$ cat src/rtl/row_memory_scheduler_if.sv
// Shared generation-memory port used by the row scheduler.
// master = scheduler side, slave = arbiter/memory side.
interface row_memory_scheduler_if #(
  parameter int ADDR_W = 16
);
  logic              memReq;
  logic              memWe;
  logic [ADDR_W-1:0] memAddr;
  logic [15:0]       memWData;
  logic              memGnt;
  logic [15:0]       memRData;

  modport master (
    output memReq, memWe, memAddr, memWData,
    input  memGnt, memRData
  );

  modport slave (
    input  memReq, memWe, memAddr, memWData,
    output memGnt, memRData
  );
endinterface

$ cat src/rtl/row_memory_scheduler.sv
// Per-scanline sequencer: writes the finished row back, then fetches the next source row
// from the ping-pong generation memory and presents it as one 640-bit register.
module row_memory_scheduler #(
  parameter int WORDS  = 40,
  parameter int ROWS   = 480,
  parameter int ADDR_W = 16
) (
  input  logic                  clkDiv,
  input  logic                  rst,
  input  logic                  lineStart,
  input  logic [8:0]            row,
  input  logic                  run,
  input  logic [WORDS*16-1:0]   writeRow,
  row_memory_scheduler_if.master mem,
  output logic [WORDS*16-1:0]   readRow,
  output logic                  reading,
  output logic                  bank,
  output logic                  overrun
);
  localparam int K_W        = $clog2(WORDS);
  localparam int BANK_WORDS = ROWS * WORDS;

  typedef enum logic [2:0] {IDLE, WRITE, READ, DRAIN, PRESENT} state_t;

  state_t              state_reg;
  logic [K_W-1:0]      k_reg;
  logic [ADDR_W-1:0]   wr_base_reg;
  logic [ADDR_W-1:0]   rd_base_reg;
  logic                rd_valid_reg;
  logic [K_W-1:0]      rd_k_reg;
  logic                present_reg;
  logic [WORDS*16-1:0] staging_reg;

  logic [WORDS*16-1:0] staging_next;
  logic [15:0]         write_words [WORDS];
  logic [8:0]          wr_idx;
  logic [8:0]          rd_idx;
  logic [ADDR_W-1:0]   wr_calc;
  logic [ADDR_W-1:0]   rd_calc;
  logic                busy;
  logic                accept;
  logic                last_k;

  assign busy   = (state_reg == WRITE) || (state_reg == READ);
  assign accept = busy && mem.memGnt;
  assign last_k = (k_reg == K_W'(WORDS - 1));

  // Toroidal row neighbours; only meaningful when row < ROWS.
  assign wr_idx  = (row == 9'd0) ? 9'(ROWS - 1) : row - 9'd1;
  assign rd_idx  = (row >= 9'(ROWS - 2)) ? row - 9'(ROWS - 2) : row + 9'd2;
  assign wr_calc = (bank ? ADDR_W'(0) : ADDR_W'(BANK_WORDS)) + ADDR_W'(wr_idx) * ADDR_W'(WORDS);
  assign rd_calc = (bank ? ADDR_W'(BANK_WORDS) : ADDR_W'(0)) + ADDR_W'(rd_idx) * ADDR_W'(WORDS);

  assign mem.memReq   = busy;
  assign mem.memWe    = (state_reg == WRITE);
  assign mem.memAddr  = busy ? ((state_reg == WRITE) ? wr_base_reg : rd_base_reg) + ADDR_W'(k_reg)
                             : '0;
  assign mem.memWData = (state_reg == WRITE) ? write_words[k_reg] : 16'd0;

  // Read data lands one cycle after its accept, so it is steered by the registered
  // word index rather than anything in the current cycle.
  for (genvar gi = 0; gi < WORDS; gi++) begin : g_word
    assign write_words[gi] = writeRow[gi*16 +: 16];
    assign staging_next[gi*16 +: 16] = (rd_valid_reg && rd_k_reg == K_W'(gi))
                                       ? mem.memRData : staging_reg[gi*16 +: 16];
  end

  always_ff @(posedge clkDiv or negedge rst) begin
    if (!rst) staging_reg <= '0;
    else      staging_reg <= staging_next;
  end

  always_ff @(posedge clkDiv or negedge rst) begin
    if (!rst) begin
      state_reg    <= IDLE;
      k_reg        <= '0;
      wr_base_reg  <= '0;
      rd_base_reg  <= '0;
      rd_valid_reg <= 1'b0;
      rd_k_reg     <= '0;
      present_reg  <= 1'b0;
      readRow      <= '0;
      reading      <= 1'b0;
      bank         <= 1'b0;
      overrun      <= 1'b0;
    end else begin
      rd_valid_reg <= accept && (state_reg == READ);
      if (accept && (state_reg == READ)) rd_k_reg <= k_reg;
      if (lineStart && (state_reg != IDLE)) overrun <= 1'b1;

      case (state_reg)
        IDLE: begin
          if (lineStart) begin
            if (row < 9'(ROWS)) begin
              wr_base_reg <= wr_calc;
              rd_base_reg <= rd_calc;
              k_reg       <= '0;
              state_reg   <= run ? WRITE : READ;
            end else if (row == 9'(ROWS) && run) begin
              bank <= ~bank;
            end
          end
        end
        WRITE: begin
          if (accept) begin
            if (last_k) begin
              k_reg     <= '0;
              state_reg <= READ;
            end else begin
              k_reg <= k_reg + K_W'(1);
            end
          end
        end
        READ: begin
          if (accept) begin
            if (last_k) begin
              k_reg     <= '0;
              state_reg <= DRAIN;
            end else begin
              k_reg <= k_reg + K_W'(1);
            end
          end
        end
        DRAIN: begin
          // staging_next already carries the final word arriving this cycle.
          readRow     <= staging_next;
          reading     <= 1'b1;
          present_reg <= 1'b0;
          state_reg   <= PRESENT;
        end
        PRESENT: begin
          if (present_reg) begin
            reading   <= 1'b0;
            state_reg <= IDLE;
          end else begin
            present_reg <= 1'b1;
          end
        end
        default: state_reg <= IDLE;
      endcase
    end
  end
endmodule
$ cat src/flat_wrapper.sv
// flat-port wrapper written by rule: the top's interface ports become plain ports
module row_memory_scheduler_flat 
#(
  parameter int WORDS  = 40,
  parameter int ROWS   = 480,
  parameter int ADDR_W = 16
)
  (clkDiv, rst, lineStart, row, run, writeRow, readRow, reading, bank, overrun, mem_memReq, mem_memWe, mem_memAddr, mem_memWData, mem_memGnt, mem_memRData);
  row_memory_scheduler_if #(.ADDR_W(ADDR_W)) mem_i ();
  input  logic clkDiv;
  input  logic rst;
  input  logic lineStart;
  input  logic [8:0] row;
  input  logic run;
  input  logic [WORDS*16-1:0] writeRow;
  output logic [WORDS*16-1:0] readRow;
  output logic reading;
  output logic bank;
  output logic overrun;
  output wire logic [$bits(mem_i.memReq)-1:0] mem_memReq;
  output wire logic [$bits(mem_i.memWe)-1:0] mem_memWe;
  output wire logic [$bits(mem_i.memAddr)-1:0] mem_memAddr;
  output wire logic [$bits(mem_i.memWData)-1:0] mem_memWData;
  input wire logic [$bits(mem_i.memGnt)-1:0] mem_memGnt;
  input wire logic [$bits(mem_i.memRData)-1:0] mem_memRData;
  assign mem_memReq = mem_i.memReq;
  assign mem_memWe = mem_i.memWe;
  assign mem_memAddr = mem_i.memAddr;
  assign mem_memWData = mem_i.memWData;
  assign mem_i.memGnt = mem_memGnt;
  assign mem_i.memRData = mem_memRData;
  row_memory_scheduler #(.WORDS(WORDS), .ROWS(ROWS), .ADDR_W(ADDR_W)) u_core (.clkDiv(clkDiv), .rst(rst), .lineStart(lineStart), .row(row), .run(run), .writeRow(writeRow), .mem(mem_i), .readRow(readRow), .reading(reading), .bank(bank), .overrun(overrun));
endmodule
$ cat config.mk
export PLATFORM = sky130hd
export DESIGN_NAME = row_memory_scheduler_flat
export DESIGN_NICKNAME = d
export VERILOG_FILES = /design/src/rtl/row_memory_scheduler_if.sv /design/src/rtl/row_memory_scheduler.sv /design/src/flat_wrapper.sv
export SDC_FILE = /design/constraint.sdc
export NUM_CORES = 2
export LEC_CHECK = 0
export CAP_MARGIN = 40
export CORE_AREA = 2 2 525 527
export DETAILED_ROUTE_END_ITERATION = 16
export DIE_AREA = 0 0 527 529
export SLEW_MARGIN = 20
export SYNTH_ARGS = -nofsm -noshare
export SYNTH_HDL_FRONTEND = slang
export SYNTH_SLANG_ARGS = --single-unit
$ cat constraint.sdc
create_clock -name clkDiv -period 6.2 [get_ports clkDiv]
set_input_delay 1.24 -clock clkDiv [delete_from_list [all_inputs] [get_ports clkDiv]]
set_output_delay 1.24 -clock clkDiv [all_outputs]
set_load 0.05 [all_outputs]
* After elaboration in Yosys (flattened, before gate mapping)
Cells that the tools add are included.
** Word-level totals
- Register bits after elaboration :: 1332
- Latch bits :: 0
- Bits in writable memories :: 0
- Bits in read-only memories :: 0
- Input bits :: 670
- Output and inout bits :: 677
- Memories :: 0
** Cells by class
- Add/sub/neg operators :: 7
- $mul :: 2
- Divide/modulo/power cells :: 0
- $lt $le $gt $ge :: 3
- Equality and inequality tests :: 53
- Shift-type cells :: 0
- Multiplexer cells :: 67
- Bitwise operators :: 3
- Reductions and logical operators :: 57
** Operator list (number)
- 16-bit 2-to-1 mux :: 45
- 16-bit binary-select mux with 6-bit select :: 1
- 6-bit by 5-bit == test with 1-bit output, second input constant :: 16
- 6-bit == test, second input constant :: 9
- 6-bit by 4-bit == test with 1-bit output, second input constant :: 8
- 1-bit logical AND :: 44
- 16-bit by 15-bit adder with 16-bit output :: 2
- 15-bit 2-to-1 mux :: 2
- 6-bit by 3-bit == test with 1-bit output, second input constant :: 4
- 9-bit by 3-bit multiplier with 12-bit output, second input constant :: 2
- 6-bit 2-to-1 mux :: 4
- 3-bit 2-to-1 mux :: 7
- 9-bit 2-to-1 mux :: 2
- 16-bit by 6-bit adder with 16-bit output :: 1
- 3-bit one-hot mux with 5 select lines :: 1
- 2-bit by 1-bit inequality test with 1-bit output, second input constant :: 7
- 6-bit by 2-bit == test with 1-bit output, second input constant :: 2
- 6-bit one-hot mux with 2 select lines :: 1
- 9-bit by 2-bit adder with 9-bit output, second input constant :: 1
- 9-bit == test, second input constant :: 1
- 9-bit greater-or-equal comparator, second input constant :: 1
- 9-bit logical NOT :: 1
- 9-bit < comparator, second input constant :: 1
- 9-bit by 1-bit subtractor with 9-bit output, second input constant :: 1
- other kinds (23) :: 28

* Depth between registers and ports, before layout
- Depth in word-level cells :: 5
- Depth in mapped cells :: 18
- Depth with buffers taken out :: 18

* Worst setup path before layout
Ideal clock, no wire load.
- Kind :: input-to-reg
- Start :: input port row[1]
- End :: register u_core.wr_base_reg[14]
- Setup time :: 0.087 ns
- Arrival :: 5.053 ns
- Setup slack :: 1.060 ns
- Cell stages on the path :: 18
- Cell sequence :: inv_1 > ha_1 > or4b_4 > nor4_4 > nand2_1 > nand2_1 > ha_1 > ha_1 > fa_1 > a211oi_1 > or2_1 > clkbuf_1 > a21oi_1 > nor2_1 > nor2_1 > ha_1 > or4_1 > o211ai_1
** On the way
- Word-level cells in the longest chain between the ends :: 4
- Elaborated cells on any way between the ends :: 7
** RTL lines
- from (decl) :: RTL line flat_wrapper.sv:13 : input logic [8:0] row;
- 9-bit by 1-bit subtractor with 9-bit output / 9-bit logical NOT (equally long branches) :: RTL line row_memory_scheduler.sv:49 : assign wr_idx = (row == 9'd0) ? 9'(ROWS - 1) : row - 9'd1;
- 9-bit 2-to-1 mux :: RTL line row_memory_scheduler.sv:49
- 9-bit by 3-bit multiplier with 12-bit output :: RTL line row_memory_scheduler.sv:51 : assign wr_calc = (bank ? ADDR_W'(0) : ADDR_W'(BANK_WORDS)) + ADDR_W'(wr_idx) * ADDR_W'(WORDS);
- 16-bit by 15-bit adder with 16-bit output :: RTL line row_memory_scheduler.sv:51
- to (signal assigned) :: RTL line row_memory_scheduler.sv:95 : wr_base_reg <= wr_calc;
- to (decl) :: RTL line row_memory_scheduler.sv:27 : logic [ADDR_W-1:0] wr_base_reg;
Parallel ways exist; a longest one is shown, timed or not.
A chain may end at the register's enable or synchronous reset.

* Worst setup path in the final report
- Start :: register u_core.k_reg[1]
- End :: output port mem_memWData[12]
** On the way
- Word-level cells in the longest chain between the ends :: 5
** RTL lines
- from (decl) :: RTL line row_memory_scheduler.sv:26 : logic [K_W-1:0] k_reg;
- from (signal assigned) :: RTL line row_memory_scheduler.sv:110 : k_reg <= k_reg + K_W'(1);
- from (signal assigned) :: RTL line row_memory_scheduler.sv:120 : k_reg <= k_reg + K_W'(1);
- 6-bit NOT with 7-bit output (implied by the code) :: RTL line row_memory_scheduler.sv:58 : assign mem.memWData = (state_reg == WRITE) ? write_words[k_reg] : 16'd0;
- 16-bit binary-select mux with 6-bit select :: RTL line row_memory_scheduler.sv:58
- 16-bit 2-to-1 mux (implied by the code) (2 in series) :: RTL line row_memory_scheduler.sv:58
- 16-bit 2-to-1 mux :: RTL line row_memory_scheduler.sv:58
- to (decl) :: RTL line flat_wrapper.sv:23 : output wire logic [$bits(mem_i.memWData)-1:0] mem_memWData;
Every way passes these cells. The select of a mux whose other input is x is not followed.

==> impl_metrics.env <==
export IMPL_slew_headroom_pct=27.1
export IMPL_finalWirelength_um=280000
export IMPL_dieWidth_um=527
export IMPL_p_leak_nw=34.3
export IMPL_yosysSeqAreaShare_pct=58.3
export IMPL_routed_via_count=39500
export IMPL_syn_avg_cell_area_um2=15.3
export IMPL_nNetsFinal=5843
export IMPL_synthFlopType="dfrtp_1"
export IMPL_r2r_end="u_core.readRow[316]"
export IMPL_worst_slack_ns=0.0476
export IMPL_ff2ff_path_depth=5
export IMPL_cp_slowest_cell="dfrtp_4"
export IMPL_holdBufCountCts=0
export IMPL_first_pass_iters=5
export IMPL_hold_viol=0
export IMPL_grtUsageTotal_pct=19.5
export IMPL_drive_above_1_share_pct=36.4
export IMPL_clk_latency_ns=0.84
export IMPL_die_area_um2=279000
export IMPL_clock_root_buffer="clkbuf_16"
export IMPL_power_per_cell_area_nw_per_um2=462
export IMPL_yosysUniqueCellTypes=77
export IMPL_gp_congestion=1.04
export IMPL_worstPathRequired_ns=4.96
export IMPL_avgViaCountPerCell=4.41
export IMPL_fin_util_pct=29.6
export IMPL_cts_tree="done"
export IMPL_crit_chain="buf_12 > buf_4 > mux4_2 > nor2_1 > o221ai_1 > a22oi_1 > o21ai_0 > clkdlybuf4s50_1"
export IMPL_pre_cts_ws_ns=0.353
export IMPL_finalCritPeriodShare_pct=99.2
export IMPL_period_needed_ns=6.15
export IMPL_synthCells=3725
export IMPL_slowest_delay_ns=0.86
export IMPL_drt_first_iter_violations=2542
export IMPL_grt_pass1_wl_um=369000
export IMPL_postRouteAntennaNets=0
export IMPL_status="complete, no violations"
export IMPL_grt_setup_unrepaired="no"
export IMPL_netlist_area_um2=56900
export IMPL_path_clk_slew_ns=0.06
export IMPL_yosys_cell_count_top_type="dfrtp_1"
export IMPL_crit_path_end_kind="output pin"
export IMPL_synth_top_cells_by_count="1326 x dfrtp_1, 1258 x mux2_2, 175 x clkbuf_1, 144 x mux4_2, 100 x nand2_1"
export IMPL_syn_nets=4443
export IMPL_rrSetupSlack_ns=3.00
export IMPL_maxSlewViolCount=0
export IMPL_avgRoutedWirePerCell_um=31.3
export IMPL_worstReg2RegStart="u_core.rd_k_reg[0]"
export IMPL_cp_arrival_ns=4.91
export IMPL_hold_class="in -> async"
export IMPL_critPathMaxFanout=43
export IMPL_grt_pass1_vias=40900
export IMPL_clock_sinks=1326
export IMPL_coreArea_um2=273000
export IMPL_final_setup_viol_count=0
export IMPL_endpoint="mem_memWData[12]"
export IMPL_synth_top_area_cell="dfrtp_1"
export IMPL_ir_drop_v=0.000415
export IMPL_area_growth_pct=42.1
export IMPL_synthArstFlopShare_pct=100
export IMPL_io_buffers=1346
export IMPL_synth_top_area_share_pct=58.3
export IMPL_fmax_ghz=0.163
export IMPL_dp_hpwl_um=218000
export IMPL_grt_max_degree=166
export IMPL_synth_area_leaders="dfrtp_1 58%, mux2_2 25%, mux4_2 5.7%, mux2i_1 1.4%, clkbuf_1 1.2%"
export IMPL_max_cap_violations=0
export IMPL_synth_edf_count=0
export IMPL_crit_type="reg -> out"
export IMPL_yosys_warnings=0
export IMPL_cts_buffers=159
export IMPL_cp_start_kind="flop"
export IMPL_tns_ns=0
export IMPL_std_cell_rows=192
export IMPL_layout_cells_non_filler=8947
export IMPL_ys_seq_elements=1326
export IMPL_antenna_found_initial=123
export IMPL_worstMarginPinSlew_ns=1.09
export IMPL_crit_path_start="u_core.k_reg[1]"
export IMPL_gr_total_overflow=0
export IMPL_cts_max_path_buffers=4
export IMPL_initial_utilization_pct=20.9
export IMPL_fp_dieH_um=529
export IMPL_dp_cells=8549
export IMPL_htree_num_levels=4
export IMPL_finClkSkew_ns=0.0941
export IMPL_drc_errors=0
export IMPL_ioPinCount=1347
==> area by class of cell <==
cell class / count / area (um2)
Timing Repair Buffer: 1508 / 15200
Antenna cell: 123 / 308
Multi-Input combinational cell: 2098 / 22600
Clock inverter: 42 / 472
Inverter: 32 / 120
Clock buffer: 229 / 4570
Tap cell: 3589 / 4490
Fill cell: 27400 / 192000
Sequential cell: 1326 / 33200
==> per-stage QoR <==
step / cell area [um2] / hold slack (ns) / power (mW)
after CTS: 80500 / 0.386 / 37.7
after detailed placement: 75500 / 0.468 / 28.4
after floorplan: 56900 / 0.445 / 21.6
after global placement: 75000 / 0.465 / 28.2
final: 80900 / 0.445 / 37.4
after global routing: 80800 / 0.424 / 38.8
==> cells by family (layout without fill, tap and decap cells) <==
logic type      Yosys count  after routing  synth area share, %
compound gates          192            192                 2.21
xor+xnor                 35             35                0.565
fa+ha+maj                48             48                 1.12
buf+inv                 301           1811                 2.20
flops                  1326           1326                 58.3
mux                    1521           1521                 33.0
other cells               0            123                    0
simple gates            302            302                 2.66
==> timing repair <==
item	4_1_cts	5_1_grt
buffers inserted	0	0
endpoints found under the hold margin	0	0
gates resized for setup	0	5
endpoints found under the setup margin	0	5
==> routing by layer <==
| metal | track usage (%) | wire length, um |
|---|---|---|
| met1 | 21.3 | 102000 |
| met2 | 33.4 | 136000 |
| met3 | 4.25 | 17100 |
| met4 | 14.1 | 24500 |
| met5 | 0 | 54 |
==> layout by cell type, fill, tap and decap left out, types with 7 or more instances in the layout <==
| master | count |
|---|---|
| inv_6 | 7 |
| mux2_1 | 8 |
| dfrtp_1 | 1322 |
| nand2_2 | 10 |
| buf_2 | 7 |
| nand3_1 | 18 |
| o221ai_1 | 26 |
| diode_2 | 123 |
| clkbuf_1 | 37 |
| nor2_1 | 89 |
| clkdlybuf4s50_1 | 1324 |
| clkinv_2 | 17 |
| mux4_2 | 144 |
| o21ai_0 | 43 |
| mux2i_1 | 78 |
| mux2_4 | 30 |
| nor2_2 | 7 |
| inv_1 | 29 |
| clkbuf_16 | 159 |
| nand2_1 | 98 |
| a21oi_1 | 60 |
| ha_1 | 43 |
| buf_12 | 25 |
| xor2_1 | 11 |
| clkbuf_8 | 33 |
| nand2b_1 | 9 |
| xnor2_1 | 22 |
| a22oi_1 | 10 |
| buf_8 | 9 |
| mux2_2 | 1258 |
| buf_4 | 128 |
==> critical path, delay by kind of cell, from the launching register on <==
family                 cells  cell delay [ns]
buffers and inverters      3             1.59
AOI/OAI and AO/OA          3             1.23
DFF                        1             0.86
muxes                      1             0.28
and+or+nand+nor            1             0.06
==> how the worst min path moves through the flow <==
stage / from / to / slack [ns] / depth (start not counted)
after floorplan: u_core.rd_base_reg[7] / u_core.rd_base_reg[7] / 0.45 / 2
after global placement: u_core.wr_base_reg[7] / u_core.wr_base_reg[7] / 0.46 / 2
after detailed placement: u_core.rd_base_reg[5] / u_core.rd_base_reg[5] / 0.47 / 2
after CTS: rst / u_core.rd_k_reg[3] / 0.39 / 1
after global routing: rst / u_core.rd_k_reg[3] / 0.42 / 1
final: rst / u_core.readRow[56] / 0.44 / 1
==> power breakdown <==
part / internal [mW] / total (mW) / switching (mW)
sequential: 10.6 / 11.7 / 1.10
clock: 5.35 / 9.13 / 3.78
combinational: 6.13 / 16.6 / 10.4
Power figures use the tool's default switching activity.
